### src/rtl/horner_pkg.sv
// Shared types and default widths for the Horner polynomial evaluator.
package horner_pkg;

   localparam int DATA_W_DEF     = 32;
   localparam int FRAC_W_DEF     = 16;
   localparam int ADDR_LINES_DEF = 5;

   typedef enum logic [1:0] {
      IDLE   = 2'd0,
      RUN    = 2'd1,
      REWIND = 2'd2,
      DONE   = 2'd3
   } state_t;

endpackage

### src/rtl/horner_eval_fxp_mac.sv
// Combinational fixed-point step y = (acc*x >>> FRAC_W) + c.
// HORNER_SAT_EN selects saturating arithmetic with an overflow flag; otherwise the result wraps.
module fxp_mac
   import horner_pkg::*;
#(
   parameter int DATA_W = DATA_W_DEF,
   parameter int FRAC_W = FRAC_W_DEF
) (
   input  logic [DATA_W-1:0] acc_i,
   input  logic [DATA_W-1:0] x_i,
   input  logic [DATA_W-1:0] c_i,
   output logic [DATA_W-1:0] y_o,
   output logic              ovf_o
);

   // Both operands are sign-extended so the full-width product is exact.
   logic signed [2*DATA_W-1:0] prod;
   assign prod = $signed({{DATA_W{acc_i[DATA_W-1]}}, acc_i}) *
                 $signed({{DATA_W{x_i[DATA_W-1]}}, x_i});

`ifdef HORNER_SAT_EN
   localparam logic signed [2*DATA_W-1:0] PMAX = {{(DATA_W+1){1'b0}}, {(DATA_W-1){1'b1}}};
   localparam logic signed [2*DATA_W-1:0] PMIN = ~PMAX;

   logic signed [2*DATA_W-1:0] sh;
   logic        [DATA_W-1:0]   sh_sat;
   logic                       sh_ovf;
   logic signed [DATA_W:0]     sum;
   logic                       sum_ovf;

   always_comb begin
      sh     = prod >>> FRAC_W;
      sh_ovf = 1'b0;
      sh_sat = sh[DATA_W-1:0];
      if (sh > PMAX) begin
         sh_sat = PMAX[DATA_W-1:0];
         sh_ovf = 1'b1;
      end else if (sh < PMIN) begin
         sh_sat = PMIN[DATA_W-1:0];
         sh_ovf = 1'b1;
      end
      sum     = $signed({sh_sat[DATA_W-1], sh_sat}) + $signed({c_i[DATA_W-1], c_i});
      sum_ovf = sum[DATA_W] ^ sum[DATA_W-1];
      y_o     = sum[DATA_W-1:0];
      if (sum_ovf)
         y_o = sum[DATA_W] ? {1'b1, {(DATA_W-1){1'b0}}} : {1'b0, {(DATA_W-1){1'b1}}};
      ovf_o = sh_ovf | sum_ovf;
   end
`else
   logic [DATA_W-1:0] sh_lo;
   assign sh_lo = DATA_W'(prod >>> FRAC_W);
   assign y_o   = sh_lo + c_i;
   assign ovf_o = 1'b0;
`endif

endmodule

### src/rtl/horner_eval.sv
// Horner polynomial evaluator streaming coefficients (highest degree first) from an external FIFO.
// Optional HORNER_SAT_EN: saturating arithmetic with sticky ovf_o (wraps and ties ovf_o low otherwise).
module horner_eval
   import horner_pkg::*;
#(
   parameter int DATA_W     = DATA_W_DEF,
   parameter int FRAC_W     = FRAC_W_DEF,
   parameter int ADDR_LINES = ADDR_LINES_DEF
) (
   input  logic                  clk_i,
   input  logic                  rstn_i,
   input  logic [DATA_W-1:0]     x_i,
   input  logic                  x_valid_i,
   output logic                  x_ready_o,
   input  logic [ADDR_LINES:0]   terms_i,
   input  logic [DATA_W-1:0]     coeff_data_i,
   input  logic                  coeff_empty_i,
   output logic                  coeff_rd_en_o,
   output logic                  coeff_redo_o,
   output logic [DATA_W-1:0]     y_o,
   output logic                  y_valid_o,
   input  logic                  y_ready_i,
   output logic                  ovf_o
);

   localparam logic [ADDR_LINES:0] MAX_TERMS = {1'b1, {ADDR_LINES{1'b0}}};
   localparam logic [ADDR_LINES:0] ONE       = {{ADDR_LINES{1'b0}}, 1'b1};

   state_t                state_q, state_d;
   logic [DATA_W-1:0]     x_q, x_d;
   logic [DATA_W-1:0]     acc_q, acc_d;
   logic [ADDR_LINES:0]   terms_q, terms_d;
   logic [ADDR_LINES:0]   issued_q, issued_d;
   logic [ADDR_LINES:0]   consumed_q, consumed_d;
   logic                  dv_q;
   logic                  ovf_q, ovf_d;
   logic [DATA_W-1:0]     mac_y;
   logic                  mac_ovf;

   fxp_mac #(
      .DATA_W (DATA_W),
      .FRAC_W (FRAC_W)
   ) u_mac (
      .acc_i  (acc_q),
      .x_i    (x_q),
      .c_i    (coeff_data_i),
      .y_o    (mac_y),
      .ovf_o  (mac_ovf)
   );

   always_comb begin
      state_d       = state_q;
      x_d           = x_q;
      acc_d         = acc_q;
      terms_d       = terms_q;
      issued_d      = issued_q;
      consumed_d    = consumed_q;
      ovf_d         = ovf_q;
      coeff_rd_en_o = 1'b0;
      case (state_q)
         IDLE: begin
            if (x_valid_i) begin
               x_d        = x_i;
               terms_d    = (terms_i > MAX_TERMS) ? MAX_TERMS : terms_i;
               acc_d      = '0;
               issued_d   = '0;
               consumed_d = '0;
               ovf_d      = 1'b0;
               state_d    = (terms_i == '0) ? DONE : RUN;
            end
         end
         RUN: begin
            coeff_rd_en_o = (issued_q < terms_q) && !coeff_empty_i;
            if (coeff_rd_en_o)
               issued_d = issued_q + ONE;
            // dv_q marks the cycle the FIFO presents the word strobed last cycle.
            if (dv_q) begin
               acc_d      = mac_y;
               ovf_d      = ovf_q | mac_ovf;
               consumed_d = consumed_q + ONE;
               if ((consumed_q + ONE) == terms_q)
                  state_d = REWIND;
            end
         end
         REWIND:  state_d = DONE;
         DONE:    if (y_ready_i) state_d = IDLE;
         default: state_d = IDLE;
      endcase
   end

   always_ff @(posedge clk_i or negedge rstn_i) begin
      if (!rstn_i) begin
         state_q    <= IDLE;
         x_q        <= '0;
         acc_q      <= '0;
         terms_q    <= '0;
         issued_q   <= '0;
         consumed_q <= '0;
         dv_q       <= 1'b0;
         ovf_q      <= 1'b0;
      end else begin
         state_q    <= state_d;
         x_q        <= x_d;
         acc_q      <= acc_d;
         terms_q    <= terms_d;
         issued_q   <= issued_d;
         consumed_q <= consumed_d;
         dv_q       <= coeff_rd_en_o;
         ovf_q      <= ovf_d;
      end
   end

   assign x_ready_o    = (state_q == IDLE);
   assign coeff_redo_o = (state_q == REWIND);
   assign y_valid_o    = (state_q == DONE);
   assign y_o          = acc_q;
   assign ovf_o        = ovf_q;

endmodule

### config.mk
export PLATFORM = sky130hd
export DESIGN_NAME = horner_eval
export DESIGN_NICKNAME = d
export VERILOG_FILES = /design/src/rtl/horner_pkg.sv /design/src/rtl/horner_eval_fxp_mac.sv /design/src/rtl/horner_eval.sv
export SDC_FILE = /design/constraint.sdc
export NUM_CORES = 2
export LEC_CHECK = 0
export CORE_MARGIN = 2
export CORE_UTILIZATION = 65
export CTS_BUF_LIST = sky130_fd_sc_hd__clkbuf_4
export DETAILED_ROUTE_END_ITERATION = 16
export HOLD_SLACK_MARGIN = 0.02
export PLACE_DENSITY = 0.84
export SLEW_MARGIN = 20
export SYNTH_ARGS = -nofsm -noshare
export SYNTH_HDL_FRONTEND = slang
export SYNTH_SLANG_ARGS = --single-unit
### constraint.sdc
create_clock -name clk_i -period 10.5 [get_ports clk_i]
set_input_delay 2.1 -clock clk_i [delete_from_list [all_inputs] [get_ports clk_i]]
set_output_delay 2.1 -clock clk_i [all_outputs]
set_load 0.005 [all_outputs]
* After elaboration in Yosys (flattened, before gate mapping)
Index checks and enable logic that the tools add are counted.
** Storage, ports and cells
- Bits in registers :: 85
- Bits in latches :: 0
- Bits in writable memories :: 0
- Memory bits (read-only) :: 0
- Input bits :: 75
- Output and inout bits :: 37
- Logic and storage cells :: 47
- Memories :: 0
** Cells by class
- $add $sub $neg :: 3
- Multipliers :: 1
- Divide/modulo/power cells :: 0
- Order comparisons :: 2
- Eq/ne operators :: 9
- Shift-type cells :: 0
- Multiplexer cells :: 16
- Bitwise gates (word level) :: 0
- Reduce and logical (&&, ||, !) cells :: 9
** Operators by type and width (count)
- two-way mux 32 bit :: 2
- case mux 32 bit (2 select lines) :: 1
- multiplier 32 x 32 -> 48 bit :: 1
- adder 32 bit :: 1
- two-way mux 6 bit :: 4
- case mux 6 bit (2 select lines) :: 2
- adder 6 x 1 -> 6 bit, second input constant :: 2
- two-way mux 2 bit :: 5
- inequality test 2 bit, second input constant :: 4
- case mux 2 bit (4 select lines) :: 1
- equality test 6 bit :: 1
- greater-than comparator 6 bit, second input constant :: 1
- zero test 6 bit :: 1
- less-than comparator 6 bit :: 1
- AND reduction 3 bit :: 2
- equality test 2 bit, second input constant :: 2
- AND reduction 4 bit :: 1
- equality test 2 x 1 -> 1 bit, second input constant :: 1
- zero test 2 bit :: 1
- inequality test 2 x 1 -> 1 bit, second input constant :: 1
- AND reduction 2 bit :: 1
- nonzero test 2 bit :: 1
- logical AND 1 bit :: 1
- zero test 1 bit :: 1
- two-way mux 1 bit :: 1

* Depth between registers and ports, before layout
- Word-level depth :: 5
- Gate-level depth with buffers :: 38

* Hierarchy
Synthesis repeated with hierarchy kept, for this count alone.
** Unflattened totals
- Cell total of the unflattened synthesis :: 3594
- Area total of the unflattened synthesis :: 33940.1 um^2
** By module, submodules not included
- fxp_mac :: instances 1, cells an instance 3312, area an instance 30302.8 um^2, sequential area each 0.0 um^2
- horner_eval :: instances 1, cells an instance 282, area an instance 3637.2 um^2, sequential area each 2152.1 um^2

* Worst setup path after synthesis
No wires, ideal clock.
- Path kind :: register -> register
- From :: register acc_q[20], in the netlist y_o[20]
- To :: register acc_q[31], in the netlist y_o[31]
- Setup time :: 0.129 ns
- Data arrival time :: 8.665 ns
- Data required time :: 10.371 ns
- Slack :: 1.706 ns
- Stages on the path, launching flop included :: 36
- Path buffers :: 2
- Cell sequence :: dfrtp_1 clkbuf_1 clkbuf_1 and2_1 fa_1 fa_1 fa_1 inv_1 fa_1 inv_1 fa_1 fa_1 fa_1 fa_1 ha_1 a21o_1 a21o_1 a21o_1 and4bb_2 a31oi_4 o21a_1 nor2_1 nor2_1 nor4b_1 a211oi_1 ha_1 or3_1 o21ai_0 a21oi_1 a31oi_1 a211o_1 o21ai_1 o31ai_1 o21ai_1 xnor2_1 o21ai_1
** On the way
- Word-level cells in the longest chain between the ends :: 4
** Ends and longest elaborated chain
- start: declaration :: line horner_eval.sv:31 : logic [DATA_W-1:0] acc_q, acc_d;
- start signal: assignment :: line horner_eval.sv:95 : acc_q <= '0;
- start signal: assignment :: line horner_eval.sv:104 : acc_q <= acc_d;
- multiplier 32 x 32 -> 48 bit :: line horner_eval_fxp_mac.sv:18 : assign prod = $signed({{DATA_W{acc_i[DATA_W-1]}}, acc_i}) *
- adder 32 bit :: line horner_eval_fxp_mac.sv:52 : assign y_o = sh_lo + c_i;
- two-way mux 32 bit :: line horner_eval.sv:77 : if (dv_q) begin
- case mux 32 bit (2 select lines) :: line horner_eval.sv:60 : case (state_q)
No other way between the ends. The select of a mux whose other input is x is not followed.
A chain may end at the register's enable or synchronous reset.

* Worst setup path in the final report
- From :: register acc_q[7], in the netlist y_o[7]
- To :: register acc_q[24], in the netlist y_o[24]
The elaborated chain is that of the path after synthesis.

==> reports/results.tsv <==
metric	value	unit
sequential cell area	2140	um2
largest net degree at the start of global routing	64	
clock-pin slew on the worst setup and hold paths	0.32	ns
Core Area	51400	um2
yosys warns	0	
hold slack final	0.544	ns
Setup TNS	0	ns
Routed Antenna Nets	0	
grt total ovfl	0	
Most common cell on crit path	fa_1	
Core Rows	83	
startpoint type of the worst setup path	flip-flop	
syn_nets	4738	
ratio of cells with drive above 1 in the final layout	3.97	%
vias in the first global route	27871	
synth top area cells	fa_1 (50%), and2_1 (9.3%), inv_1 (9.0%)	
Post-Syn Area	33800	um2
HPWL after DPL	72.8	mm
actual slew at the worst max-slew pin	1.10	ns
initial antenna violation count	4	
Syn Inst Count	3618	
# setup viols final	0	
Unique masters post-synth	65	
crit end category	flip-flop	
Final Hold Fails	0	
GRT Resource Usage Total	35.2	%
number of detailed-route iterations in the first pass	8	
Die W	232	um
# fillers	3762	
most common cell after layout, fill and taps aside	fa_1	
CP max stage delay	1.00	ns
Die H	232	um
Final Skew	0.111	ns
First DRT Iteration DRCs	1983	
area of the multi-input gates	28000	um2
maxcap violations	0	
WP data arrival	10.39	ns
Synth top area share	49.6	%
Root Driver	clkbuf_4	
Initial Util	65.8	%
first-pass GRT wire length	145	mm
Remaining DRCs	0	
Post-CTS Hold Fix Bufs	0	
Worst-Skew Late Latency	0.69	ns
TritonCTS clock tree	built	
Ports	112	
Crit Path Max Fanout	24	
sequential area share after synthesis	6.29	%
critical path type	reg -> reg	
Synth Area per Inst	9.35	um2
htree depth	3	
Post-synth top flop	dfrtp_1	
fin area	35800	um2
Worst Hold Class	reg -> reg	
fraction of registers with async set/reset	100	%
global placer's final weighted congestion	1.00	
mean number of vias per cell	5.80	
die area	53900	um2
Final Slew Violations	0	
Finished Core Util	69.6	%
leading area contributor after synthesis	fa_1	
Num CTS Buffers	9	
Num Clock Sinks	85	
setup bufs post-CTS	0	
drt wl/cell	20.5	um
min Tclk post-route	9.89	ns
Post-synth EDFFs	0	
Post-layout nets	4741	
RSZ-0062 raised after global routing	false	
deepest clock path buffer count	2	
Syn-to-layout area delta	5.78	%
outcome	finished, final reports clean	
placement-stage cell area	35600	um2
Slew HR	26.8	%
fin crit share	94.2	%
Highest Clock Rate	101	MHz
port bufs	110	
Total Wirelength	88.4	mm
Yosys reg bits	85	
DR vias	24988	
CP Data Required Time	11.00	ns
critical path's slowest cell	dfrtp_1	
commonest cells after routing, fill and taps aside	fa_1 (839), inv_1 (814), and2_1 (502)	
[logic make-up (layout without fill, tap and decap cells)]
| logic type | Yosys count | count (layout) | synth area share, % |
|---|---|---|---|
| other | 1 | 4 | 0.0111 |
| DFF | 85 | 85 | 6.29 |
| buffers and inverters | 998 | 1006 | 11.1 |
| AOI/OAI and AO/OA | 232 | 232 | 4.53 |
| xor gates and xnor gates | 109 | 109 | 2.82 |
| and+or+nand+nor | 1114 | 1114 | 16.9 |
| muxes | 34 | 34 | 1.13 |
| adders and majority gates | 1045 | 1045 | 57.3 |
[layout make-up]
cell class,instances,share of cell area [%]
clock buffers,9,0.189
well taps,680,2.38
multi-input cells,2535,78.1
clock inverters,7,0.248
inverters,814,8.54
repair buffers,176,4.52
diodes,3,0.0210
flip-flops and latches,85,5.97
[repair_timing]
action / in CTS / in global routing
endpoints found under the hold margin: 0 / 0
gates resized for setup: 0 / 4
endpoints found under the setup margin: 0 / 2
[state kept, by name (all words and copies together) (netlist names)]
register,flops
consumed_q,6
dv_q,1
issued_q,6
state_q,2
terms_q,6
x_q,32
y_o,32
[per-layer routing]
layer | GRT usage (%) | part of all wire, % | vias up
met4 | 21.5 | 6.9 | 2
met1 | 42.6 | 36 | 12848
li1 | - | - | 10532
met2 | 59.0 | 49 | 1228
met3 | 6.27 | 8.0 | 378
met5 | 0 | 0.015 | -
[path summary, 6_finish.rpt]
| check | start | end | slack, ns | depth (start not counted) |
|---|---|---|---|---|
| worst max-delay path | y_o[7]$_DFFE_PN0P_ | y_o[24]$_DFFE_PN0P_ | 0.61 | 33 |
| worst min-delay path | consumed_q[5]$_DFFE_PN0P_ | consumed_q[5]$_DFFE_PN0P_ | 0.54 | 2 |
| worst max register to register | y_o[7]$_DFFE_PN0P_ | y_o[24]$_DFFE_PN0P_ | 0.61 | 33 |
| worst min register to register | consumed_q[5]$_DFFE_PN0P_ | consumed_q[5]$_DFFE_PN0P_ | 0.54 | 2 |
| max in group asynchronous | rstn_i | x_q[8]$_DFFE_PN0P_ | 7.79 | 2 |
| min in group asynchronous | rstn_i | x_q[19]$_DFFE_PN0P_ | 1.27 | 1 |
[through the flow]
step | setup WS [ns] | instances
after floorplan | 1.71 | 3618
after global placement | 0.880 | 4290
after detailed placement | 0.670 | 4290
after CTS | 0.609 | 4306
after global routing | 0.0138 | 4308
final | 0.610 | 4309
[cell usage after synthesis (6+ instances only)]
cell / count
nand2b_1: 18
o21a_1: 7
fa_1: 839
a21oi_1: 46
a31oi_1: 9
ha_1: 206
nor2b_1: 19
inv_1: 814
and3_1: 6
nor3_1: 11
o21bai_1: 6
mux2_2: 33
nand3_1: 21
o31ai_1: 7
nor2_1: 45
o21ai_0: 69
a211oi_1: 6
dfrtp_1: 85
xnor2_1: 78
nand2_1: 458
nand4_1: 7
a21o_1: 38
and2_1: 502
xor2_1: 31
o21ai_1: 7
clkbuf_1: 183
[worst max-delay path, delay by kind of cell, from the launching register on]
kind / cells / cell delay (ns)
and+or+nand+nor: 8 / 1.83
xor gates and xnor gates: 2 / 0.30
buffers and inverters: 6 / 0.58
adders and majority gates: 10 / 4.34
DFF: 1 / 1.00
AOI/OAI and AO/OA: 7 / 1.62
Power is not shown: default switching activity piles up to over one toggle a cycle in this logic, so the estimate is an artifact.
